**src/rtl/dmro_frame_rx.sv**
```systemverilog
// dmro_frame_rx: recovers 30-bit payloads from the MSB-first 32-bit DMRO frame stream
// using a bit-slip hunt, multi-frame header check and locked tracking with error counting.
module dmro_frame_rx #(
  parameter logic [1:0] HEADER   = 2'b10,
  parameter int         LOCK_N   = 4,
  parameter int         UNLOCK_M = 4,
  parameter int         CNT_W    = 16
) (
  input  logic             clk,
  input  logic             rstn,
  input  logic             en,
  input  logic             sin,
  input  logic             clr_cnt,
  output logic [29:0]      dout,
  output logic             dvalid,
  output logic             locked,
  output logic [CNT_W-1:0] frame_cnt,
  output logic [CNT_W-1:0] err_cnt
);
  localparam int GW = $clog2(LOCK_N + 1);
  localparam int BW = $clog2(UNLOCK_M + 1);
  typedef enum logic [1:0] {HUNT, CHECK, LOCKED} state_t;
  state_t          state, state_n;
  logic [30:0]     sr;
  logic [4:0]      cnt, cnt_n;
  logic [GW-1:0]   good_cnt, good_n, good_inc;
  logic [BW-1:0]   bad_cnt, bad_n, bad_inc;
  logic [31:0]     frame;
  logic            bnd, hdr_ok, emit, err;
  assign frame    = {sr, sin};
  assign bnd      = cnt == 5'd31;
  assign hdr_ok   = frame[31:30] == HEADER;
  assign good_inc = good_cnt + 1'b1;
  assign bad_inc  = bad_cnt + 1'b1;
  // Holding cnt at 31 after a rejected boundary slips the frame window by one bit.
  always_comb begin
    state_n = state;
    cnt_n   = cnt + 5'd1;
    good_n  = good_cnt;
    bad_n   = bad_cnt;
    emit    = 1'b0;
    err     = 1'b0;
    if (!en) begin
      state_n = HUNT;
      cnt_n   = 5'd0;
      good_n  = '0;
      bad_n   = '0;
    end else if (bnd) begin
      case (state)
        HUNT: begin
          if (hdr_ok) begin
            good_n  = GW'(1);
            bad_n   = '0;
            state_n = (LOCK_N == 1) ? LOCKED : CHECK;
          end else cnt_n = 5'd31;
        end
        CHECK: begin
          if (hdr_ok) begin
            good_n = good_inc;
            if (good_inc == GW'(LOCK_N)) begin
              state_n = LOCKED;
              bad_n   = '0;
            end
          end else begin
            state_n = HUNT;
            cnt_n   = 5'd31;
          end
        end
        LOCKED: begin
          if (hdr_ok) begin
            emit  = 1'b1;
            bad_n = '0;
          end else begin
            err   = 1'b1;
            bad_n = bad_inc;
            if (bad_inc == BW'(UNLOCK_M)) begin
              state_n = HUNT;
              cnt_n   = 5'd31;
            end
          end
        end
        default: state_n = HUNT;
      endcase
    end
  end
  always_ff @(posedge clk or negedge rstn) begin
    if (!rstn) begin
      state     <= HUNT;
      sr        <= '0;
      cnt       <= '0;
      good_cnt  <= '0;
      bad_cnt   <= '0;
      dout      <= '0;
      dvalid    <= 1'b0;
      locked    <= 1'b0;
      frame_cnt <= '0;
      err_cnt   <= '0;
    end else begin
      sr        <= {sr[29:0], sin};
      state     <= state_n;
      cnt       <= cnt_n;
      good_cnt  <= good_n;
      bad_cnt   <= bad_n;
      dvalid    <= emit;
      locked    <= state_n == LOCKED;
      if (emit) dout <= frame[29:0];
      frame_cnt <= clr_cnt ? '0 : emit ? frame_cnt + 1'b1 : frame_cnt;
      err_cnt   <= clr_cnt ? '0 : (err && !(&err_cnt)) ? err_cnt + 1'b1 : err_cnt;
    end
  end
endmodule

```
**config.mk**
```make
export PLATFORM = sky130hd
export DESIGN_NAME = dmro_frame_rx
export DESIGN_NICKNAME = d
export VERILOG_FILES = /design/src/rtl/dmro_frame_rx.sv
export SDC_FILE = /design/constraint.sdc
export NUM_CORES = 1
export LEC_CHECK = 0
export CAP_MARGIN = 5
export CORE_MARGIN = 4
export CORE_UTILIZATION = 35
export CTS_CLUSTER_SIZE = 14
export DETAILED_ROUTE_END_ITERATION = 6
export DONT_BUFFER_PORTS = 1
export PLACE_DENSITY_LB_ADDON = 0.15
export SLEW_MARGIN = 20
export SYNTH_ARGS = -nofsm -noshare
export SYNTH_HDL_FRONTEND = slang
export SYNTH_SLANG_ARGS = --single-unit
export TNS_END_PERCENT = 1
```
**constraint.sdc**
```tcl
create_clock -name clk -period 3.8 [get_ports clk]
set_input_delay 0.38 -clock clk [delete_from_list [all_inputs] [get_ports clk]]
set_output_delay 0.38 -clock clk [all_outputs]
set_load 0.005 [all_outputs]
```
; After elaboration in Yosys (flattened, before gate mapping)
; Index checks and enable logic that the tools add are counted.
[classes]
n_eq_ne = 13
n_reduce_logical = 9
mux = 38
add_sub_neg = 5
[op_table]
columns = operator, n
row1 = 2-to-1 mux 16 bit, 4
row2 = adder 16 x 1 -> 16 bit (second input constant), 2
row3 = 2-to-1 mux 3 bit, 10
row4 = 2-to-1 mux 5 bit, 5
row5 = AND reduction 16 bit, 1
row6 = 2-to-1 mux 2 bit, 7
row7 = case mux 5 bit (2 select lines), 1
row8 = != test 3 bit (second input constant), 3
row9 = case mux 3 bit (3 select lines), 1
row10 = 2-to-1 mux 1 bit, 8
row11 = adder 3 x 1 -> 3 bit (second input constant), 2
row12 = equality test 2 bit (second input constant), 3
row13 = equality test 3 bit (second input constant), 2
row14 = case mux 2 bit (3 select lines), 1
row15 = case mux 3 bit (2 select lines), 1
row16 = adder 5 x 1 -> 5 bit (second input constant), 1
row17 = equality test 5 bit (second input constant), 1
row18 = AND reduction 5 bit, 1
row19 = != test 4 x 1 -> 1 bit (second input constant), 1
row20 = AND reduction 4 bit, 1
row21 = nonzero test 2 bit, 2
row22 = != test 3 x 1 -> 1 bit (second input constant), 1
row23 = equality test 2 x 1 -> 1 bit (second input constant), 1
row24 = zero test 2 bit, 1
row25 = other kinds (4), 4
[word_totals]
regBits = 108
elab_cells = 75
in_bits = 5

; Logic depth before layout (Yosys ltp)
; Gate-level depths: netlist (run 1).
[logic_depth]
word_depth = 8
mapped_depth = 9
depth_no_buf = 7

; Worst setup path before layout (run 1)
; No wires, ideal clock.
[synth_path]
kind = register to register
start = register cnt[0]
end = register err_cnt[13]
path_slack_ps = 1463
period_less_slack_ps = 2337
path_buffers = 2
t_arrival_ps = 2212
path_stages_with_launch = 10
setup_time_ps = 125
required_time_ps = 3675
path_cell_list = dfrtp_1 -> ha_1 -> and3_1 -> ha_1 -> nand4b_1 -> buf_2 -> or3_4 -> buf_6 -> nor4_1 -> mux2_2
[synth_between]
elab_chain_len = 5
[synth_rtl]
columns = element, line_no
row1 = start: declaration, 25  ; logic [4:0] cnt, cnt_n;
row2 = start signal: assignment, 101  ; cnt <= cnt_n;
row3 = equality test 5 bit, 31  ; assign bnd = cnt == 5'd31;
row4 = 2-to-1 mux 1 bit, 48  ; end else if (bnd) begin
row5 = 2-to-1 mux 1 bit, 43  ; if (!en) begin
row6 = logical AND 1 bit, 108  ; err_cnt <= clr_cnt ? '0 : (err && !(&err_cnt)) ? err_cnt + 1'b1 : err_cnt;
row7 = nonzero test 2 bit (no line), --
row8 = end signal: assignment, 108
row9 = end: declaration, 18  ; output logic [CNT_W-1:0] err_cnt
; No other way between the ends.
; A chain may end at the register's enable or synchronous reset.

; Worst setup path in the final report (run 1)
[layout_path]
start = register cnt[0]
end = register dout[8]
[layout_between]
elab_chain_len = 3
[layout_rtl]
columns = element, line_no
row1 = equality test 5 bit, 31
row2 = 2-to-1 mux 1 bit, 48
row3 = 2-to-1 mux 1 bit, 43
row4 = end signal: assignment, 106  ; if (emit) dout <= frame[29:0];
row5 = end: declaration, 14  ; output logic [29:0] dout,
; No other way between the ends.

==> results of run 1 <==
==> metal layers <==
metal,vias up,track usage [%],wire length (um)
met1,1395,16.51,3796
met5,-,0,0
met4,0,3.258,103
met3,7,7.179,849
li1,1312,-,-
met2,72,19.69,4003
==> report_power, final <==
part           leakage (nW)  internal (mW)  switching [mW]  total, mW
registers              1.43           1.17          0.0117       1.18
logic                 0.561         0.0110          0.0282     0.0391
clock network         0.147          0.463           0.455      0.919
total                  2.14           1.64           0.495       2.14
==> per-stage QoR <==
stage	hold slack (ns)	worst slack, ns	instance area, um2	instances	power [mW]
after global placement	0.08711	1.040	4614	518	1.217
after global routing	0.01403	0.7501	4947	536	2.245
after detailed placement	0.08721	0.9595	4614	518	1.217
final	0.05488	1.014	4947	536	2.138
after CTS	0.03034	0.9624	4947	536	2.190
after floorplan	0.08441	1.463	4459	364	1.217
==> worst max-delay path: cells and delay by family, from the launching register on <==
kind / cells / cell delay, ns
adders and majority gates: 2 / 0.42
muxes: 1 / 0.42
and+or+nand+nor: 3 / 1.43
DFF: 1 / 0.38
==> final cells by class <==
type	instances	area, um2	area share, %
Multi-Input combinational cell	231	1657	33.49
Clock buffer	9	225.2	4.552
Tap cell	168	210.2	4.249
Sequential cell	108	2703	54.63
Inverter	10	37.54	0.7587
Timing Repair Buffer	3	45.04	0.9105
Clock inverter	7	70.07	1.416
==> registers in the layout, indices dropped and copies added, names as in the netlist, 2 cells and up <==
| signal | cells |
|---|---|
| good_cnt | 3 |
| frame_cnt | 16 |
| bad_cnt | 3 |
| sr | 31 |
| cnt | 5 |
| state | 2 |
| err_cnt | 16 |
| dout | 30 |
==> worst max-delay path by stage <==
stage            from           to  slack [ns]  depth (start not counted)
3_5_place_dp   cnt[0]     dout[24]        0.96                          6
4_1_cts        cnt[0]      dout[8]        0.96                          6
6_report       cnt[0]      dout[8]        1.01                          6
2_1_floorplan  cnt[0]  err_cnt[13]        1.46                          9
5_1_grt        cnt[0]     dout[18]        0.75                          6
3_3_place_gp   cnt[0]      dout[6]        1.04                          6
==> synthesized netlist by cell type <==
cell type / n / share of area [%]
dfrtp_1: 108 / 61
nand4bb_1: 1 / 0.25
or3_1: 8 / 1.1
mux2_2: 38 / 9.6
a21boi_0: 1 / 0.17
nand2_1: 14 / 1.2
nand2b_1: 1 / 0.14
nor2_1: 21 / 1.8
or3_4: 1 / 0.25
a311oi_1: 2 / 0.39
nand4_1: 6 / 0.84
ha_1: 8 / 2.2
and3b_1: 1 / 0.20
and4_1: 2 / 0.39
buf_2: 5 / 0.56
and4b_1: 2 / 0.45
nand4b_1: 2 / 0.39
nor2b_1: 12 / 1.7
o2111ai_1: 1 / 0.20
mux2i_1: 2 / 0.45
o31ai_1: 9 / 1.5
nand3_1: 17 / 1.9
nor4b_1: 2 / 0.39
a21oi_1: 18 / 2.0
buf_6: 1 / 0.25
inv_1: 10 / 0.84
o21ai_0: 12 / 1.3
nand3b_1: 1 / 0.17
nor4_1: 7 / 0.98
xnor2_1: 10 / 2.0
xor2_1: 2 / 0.39
o41a_1: 1 / 0.25
and3_1: 3 / 0.42
clkbuf_1: 9 / 0.76
a31oi_1: 1 / 0.14
nor3_1: 9 / 1.0
o21a_1: 5 / 0.84
or4_1: 9 / 1.5
o41ai_1: 1 / 0.20
o31a_1: 1 / 0.20
==> cell families after synthesis <==
logic type | after synthesis | share of synthesized area (%)
fa+ha+maj | 8 | 2.245
mux | 40 | 10.04
simple gates | 119 | 15.07
compound gates | 52 | 7.268
flops | 108 | 60.61
buf+inv | 25 | 2.413
xor+xnor | 12 | 2.357
==> timing repair <==
action / CTS / global route
hold buffers: 2 / 0
hold endpoints to repair: 108 / 0
setup endpoints to repair: 0 / 0
==> results_dict.tcl, run 1 <==
set metrics [dict create \
    status "completed" \
    period_needed_ns 2.786 \
    tns_ns 0 \
    synth_sequential_area_ratio_pct 60.61 \
    coreArea_um2 12260 \
    dieArea_um2 14610 \
    cts_setup_buffers 0 \
    num_vias 2786 \
    reg2reg_depth 6 \
    avgRoutedWirePerCell_um 16.33 \
    finClkSkew_ns 0.006424 \
    nets 376 \
    place_congestion 0.7991 \
    max_freq_mhz 359.0 \
    firstDrtPassIters 4 \
    antenna_found_initial 0 \
    syn_to_final_growth_pct 10.94 \
    syn_area_um2 4459 \
    die_w_um 120.9 \
    overflow 0 \
    hpwlAfterDp_um 5637 \
    hold_path_depth 0 \
    layout_commonest_cell "dfrtp_1" \
    insertion_delay_ns 0.35 \
    rsz0062_at_grt "false" \
    syn_inst 364 \
    path_class "reg2reg" \
    critPathSlowestCell "nor2_4" \
    cts_max_level 3 \
    finalCritPeriodShare_pct 73.31 \
    fillers 1174 \
    setup_viol 0 \
    drive_gt1_share_pct 15.76 \
    reg2reg_to "dout[8]" \
    post-route-util_pct 40.35 \
    clock_sinks 108 \
    grt_pass1_vias 2889 \
    num_io_pins 69 \
    clockRootBuffer "clkbuf_16" \
    drc_errors 0 \
    grt_max_degree 109 \
    finalHoldViolCount 0 \
    postRouteAntennaNets 0 \
    grt_pass1_wl_um 15220 \
    end_kind "flip-flop" \
    cpMostUsedCell "ha_1" \
    yosys_warnings 0 \
    slew_headroom_pct 37.93 \
    routed_wl_um 8752 \
    cts.path.max_buffers 2 \
    global_route.usage.total_pct 13.11 \
    port_buffers 0 \
    fp.dieH_um 120.9 \
    min_to "sr[0]" \
    initial_utilization_pct 36.37 \
    drt_iter0_markers 184 \
    p_leak_nw 2.140 \
    min_from "sin" \
    worstPathArrival_ns 3.02 \
    cts_inserted_buffers 9 \
    synth-seq-cells 108 \
    cp_cell_sequence "ha_1, and3_1, ha_1, nand4b_1, nor2_4, mux2_2" \
    rows 40 \
    drv_slew 0 \
    viasPerCell 5.198 \
    slowest_delay_ns 0.85 \
    regToRegSetupSlack_ns 1.01 \
    most-common-layout-cells "dfrtp_1 (108), mux2_2 (38), nor2_1 (20), a21oi_1 (18), nand3_1 (17)" \
    cts_tree "yes" \
    synth_cell_type_count 40 \
    worst_setup_path_start_kind "flip-flop" \
    worst_r2r_startpoint "cnt[0]" \
    path_clk_slew_ns 0.07 \
    antennaDiodeCount 0 \
    vdd_drop_max_mv 0.2835 \
    critPathMaxFanout 33 \
    p_per_area_nw_per_um2 432.2 \
    syn_avg_cell_area_um2 12.25 \
    cp_data_required_time_ns 4.04 \
    syn-num-nets 377 \
    tightest_slew_ns 0.9289 \
    drv.max_cap_violation_count 0 \
    cts.repair.resized 0 \
    holdCritPathClass "in2reg" \
]
Note: power is estimated with default switching activity, not from simulation.
==> run 2: changes to the inputs <==
Settings changed: ABC_AREA from default to 1.
Clock period 3.8 ns to 2.7 ns, I/O delays scaled along.
==> run 2 against run 1 <==
Setup slack got worse by 0.39 ns. Critical path depth increased by 2. Sequential power increased by 41%. Global-route usage increased by 0.91 points. Clock power increased by 51%. Register-to-register slack got worse by 0.39 ns. Combinational power increased by 17%. Fmax increased by 34%. Die area increased by 6.8%. Via count increased by 26%. First-iteration DRC count increased by 72%. The run now ends with negative hold slack left. Core utilization decreased by 0.52 points.
==> results_dict.tcl, run 2 <==
set metrics [dict create \
    die_w_um 124.9 \
    cts_tree "yes" \
    finClkSkew_ns 0.007170 \
    place_ws_ns 0.6239 \
    p_per_area_nw_per_um2 585.9 \
    drive_gt1_share_pct 8.303 \
    design_area_um2 5295 \
    most-common-layout-cells "nand2_1 (203), dfrtp_1 (108), nor2_1 (46), inv_1 (39)" \
    layout_commonest_cell "nand2_1" \
    avgRoutedWirePerCell_um 14.24 \
    top_layer_used "met4" \
    synth_cell_type_count 31 \
    yosys_warnings 0 \
    antenna_found_initial 0 \
    antennaDiodeCount 0 \
    cp_data_required_time_ns 2.97 \
    p_leak_nw 2.596 \
    fillers 1343 \
    syn_avg_cell_area_um2 8.793 \
    regArea_um2 2703 \
    period_needed_ns 2.080 \
    cts_inserted_buffers 9 \
    cts.path.max_buffers 2 \
    synth_sequential_area_ratio_pct 56.50 \
    met3_length_um 782 \
    drt_iter0_markers 317 \
    worstPathArrival_ns 2.35 \
    max_freq_mhz 480.7 \
    status "complete, but fails checks" \
    hpwlAfterDp_um 6914 \
    global_route.usage.total_pct 14.02 \
    yosysTopAreaCellShare_pct 56.50 \
    syn_inst 544 \
    path_class "reg2reg" \
    post-route-util_pct 39.83 \
    multiInputGateArea_um2 1838 \
    yosys_most_used_dff "dfrtp_1" \
    final_cells 730 \
    critPathSlowestCell "dfrtp_1" \
    tightest_slew_ns 0.4215 \
    coreArea_um2 13300 \
    holdCritPathClass "in2async" \
    ys_top_cells_by_count "nand2_1 (203), dfrtp_1 (108), nor2_1 (46), inv_1 (39)" \
    path_clk_slew_ns 0.07 \
    tns_ns 0 \
    postRouteAntennaNets 0 \
    yosys.area.top_type "dfrtp_1" \
    overflow 0 \
    finalWorstSetupSlack_ns 0.6198 \
    cts_max_level 3 \
    setup_viol 0 \
    rsz0062_at_grt "false" \
    top_register "sr" \
    cp_cell_sequence "ha_1, and3_1, ha_1, nand2_4, nor2_4, buf_4, a21oi_1, nor3_1" \
    finalCritPeriodShare_pct 77.04 \
    end_kind "flip-flop" \
    drv.max_cap_violation_count 0 \
    insertion_delay_ns 0.35 \
    synth-seq-cells 108 \
    routed_wl_um 10400 \
    syn_area_um2 4783 \
    cts_setup_buffers 0 \
    drc_errors 0 \
    cpMostUsedCell "ha_1" \
    vdd_drop_max_mv 0.3232 \
    synthTopCellsByArea "dfrtp_1 (57%), nand2_1 (16%), nor2_1 (3.6%)" \
    slowest_delay_ns 0.37 \
    rows 42 \
    dp.cells 712 \
    drv_slew 0 \
    placed_area_um2 4955 \
    finalHoldViolCount 108 \
    fin_total_pwr_mw 3.102 \
    firstDrtPassIters 4 \
    wl_met1_um 4584 \
    grt_pass1_wl_um 17720 \
    hold_slack_ns -0.3880 \
    nets 562 \
    num_io_pins 69 \
    place_congestion 0.8253 \
    async_flop_share_pct 100.0 \
    cts.repair.resized 0 \
    syn_to_final_growth_pct 10.70 \
    port_buffers 0 \
    clockRootBuffer "clkbuf_16" \
    synth_edf_count 0 \
    failed_checks "negative hold slack" \
    grt_pass1_vias 3394 \
    cts_hold_buf 2 \
    met2_length_um 4805 \
    grt_max_degree 109 \
    viasPerCell 4.812 \
    critPathMaxFanout 20 \
    dieArea_um2 15600 \
    fp.dieH_um 124.9 \
    worst_setup_path_start_kind "flip-flop" \
    largest_reg_flops 31 \
    syn-num-nets 557 \
    initial_utilization_pct 35.98 \
    reg.largest.list "sr: 31 flops, dout: 30 flops" \
    num_vias 3513 \
    clock_sinks 108 \
    slew_headroom_pct 71.79 \
    yosysMostFrequentCell "nand2_1" \
]
## run 2: changes by cell type after synthesis, sizes merged, moves of 12 or more
cell and change:
nor2 +32, mux2 -38, nor2b -12, inv +31, nand2 +202, nand4 +20
## run 2: cells by family (layout without fill, tap and decap cells)
| family | count (synthesis) | count (layout) | synth area share, % |
|---|---|---|---|
| AO/OA/AOI/OAI | 30 | 30 | 3.348 |
| adder cells (fa/ha/maj) | 8 | 8 | 2.093 |
| buffers and inverters | 54 | 64 | 5.075 |
| XOR/XNOR | 7 | 7 | 1.282 |
| flip-flops | 108 | 108 | 56.50 |
| AND/OR/NAND/NOR | 337 | 337 | 31.70 |
## run 2: per-layer routing
layer | vias to the layer above | track usage (%)
li1 | 1745 | -
met1 | 1663 | 17.93
met2 | 89 | 21.76
met3 | 16 | 4.889
met4 | 0 | 5.867
met5 | - | 0
## run 2: worst max-delay path, delay by kind of cell (launching register included)
family	cells	cell delay [ns]
DFF	1	0.37
and+or+nand+nor	4	0.76
adders and majority gates	2	0.47
AOI/OAI and AO/OA	1	0.09
buffers and inverters	1	0.31
## run 2: cell type report
type	count	share of cell area, %
flip-flops and latches	108	51.04
well taps	176	4.159
clock inverters	6	1.536
clock buffers	10	4.513
multi-input cells	382	34.71
inverters	41	2.954
repair buffers	7	1.087
## run 2: where the power goes
| group | switching, mW | internal, mW |
|---|---|---|
| Sequential | 0.0173 | 1.65 |
| Clock | 0.631 | 0.763 |
| Combinational | 0.0312 | 0.0144 |
## run 2: worst paths after layout
check                      startpoint           end  slack, ns  cells past startpoint
setup / recovery               cnt[0]  frame_cnt[3]       0.62                      8
hold / removal                   rstn    err_cnt[4]      -0.39                      0
setup reg to reg               cnt[0]  frame_cnt[3]       0.62                      8
hold reg to reg                sr[17]        sr[18]       0.38                      0
max in group asynchronous        rstn      dout[16]       2.93                      0
min in group clk                  sin       dout[0]       0.03                      2
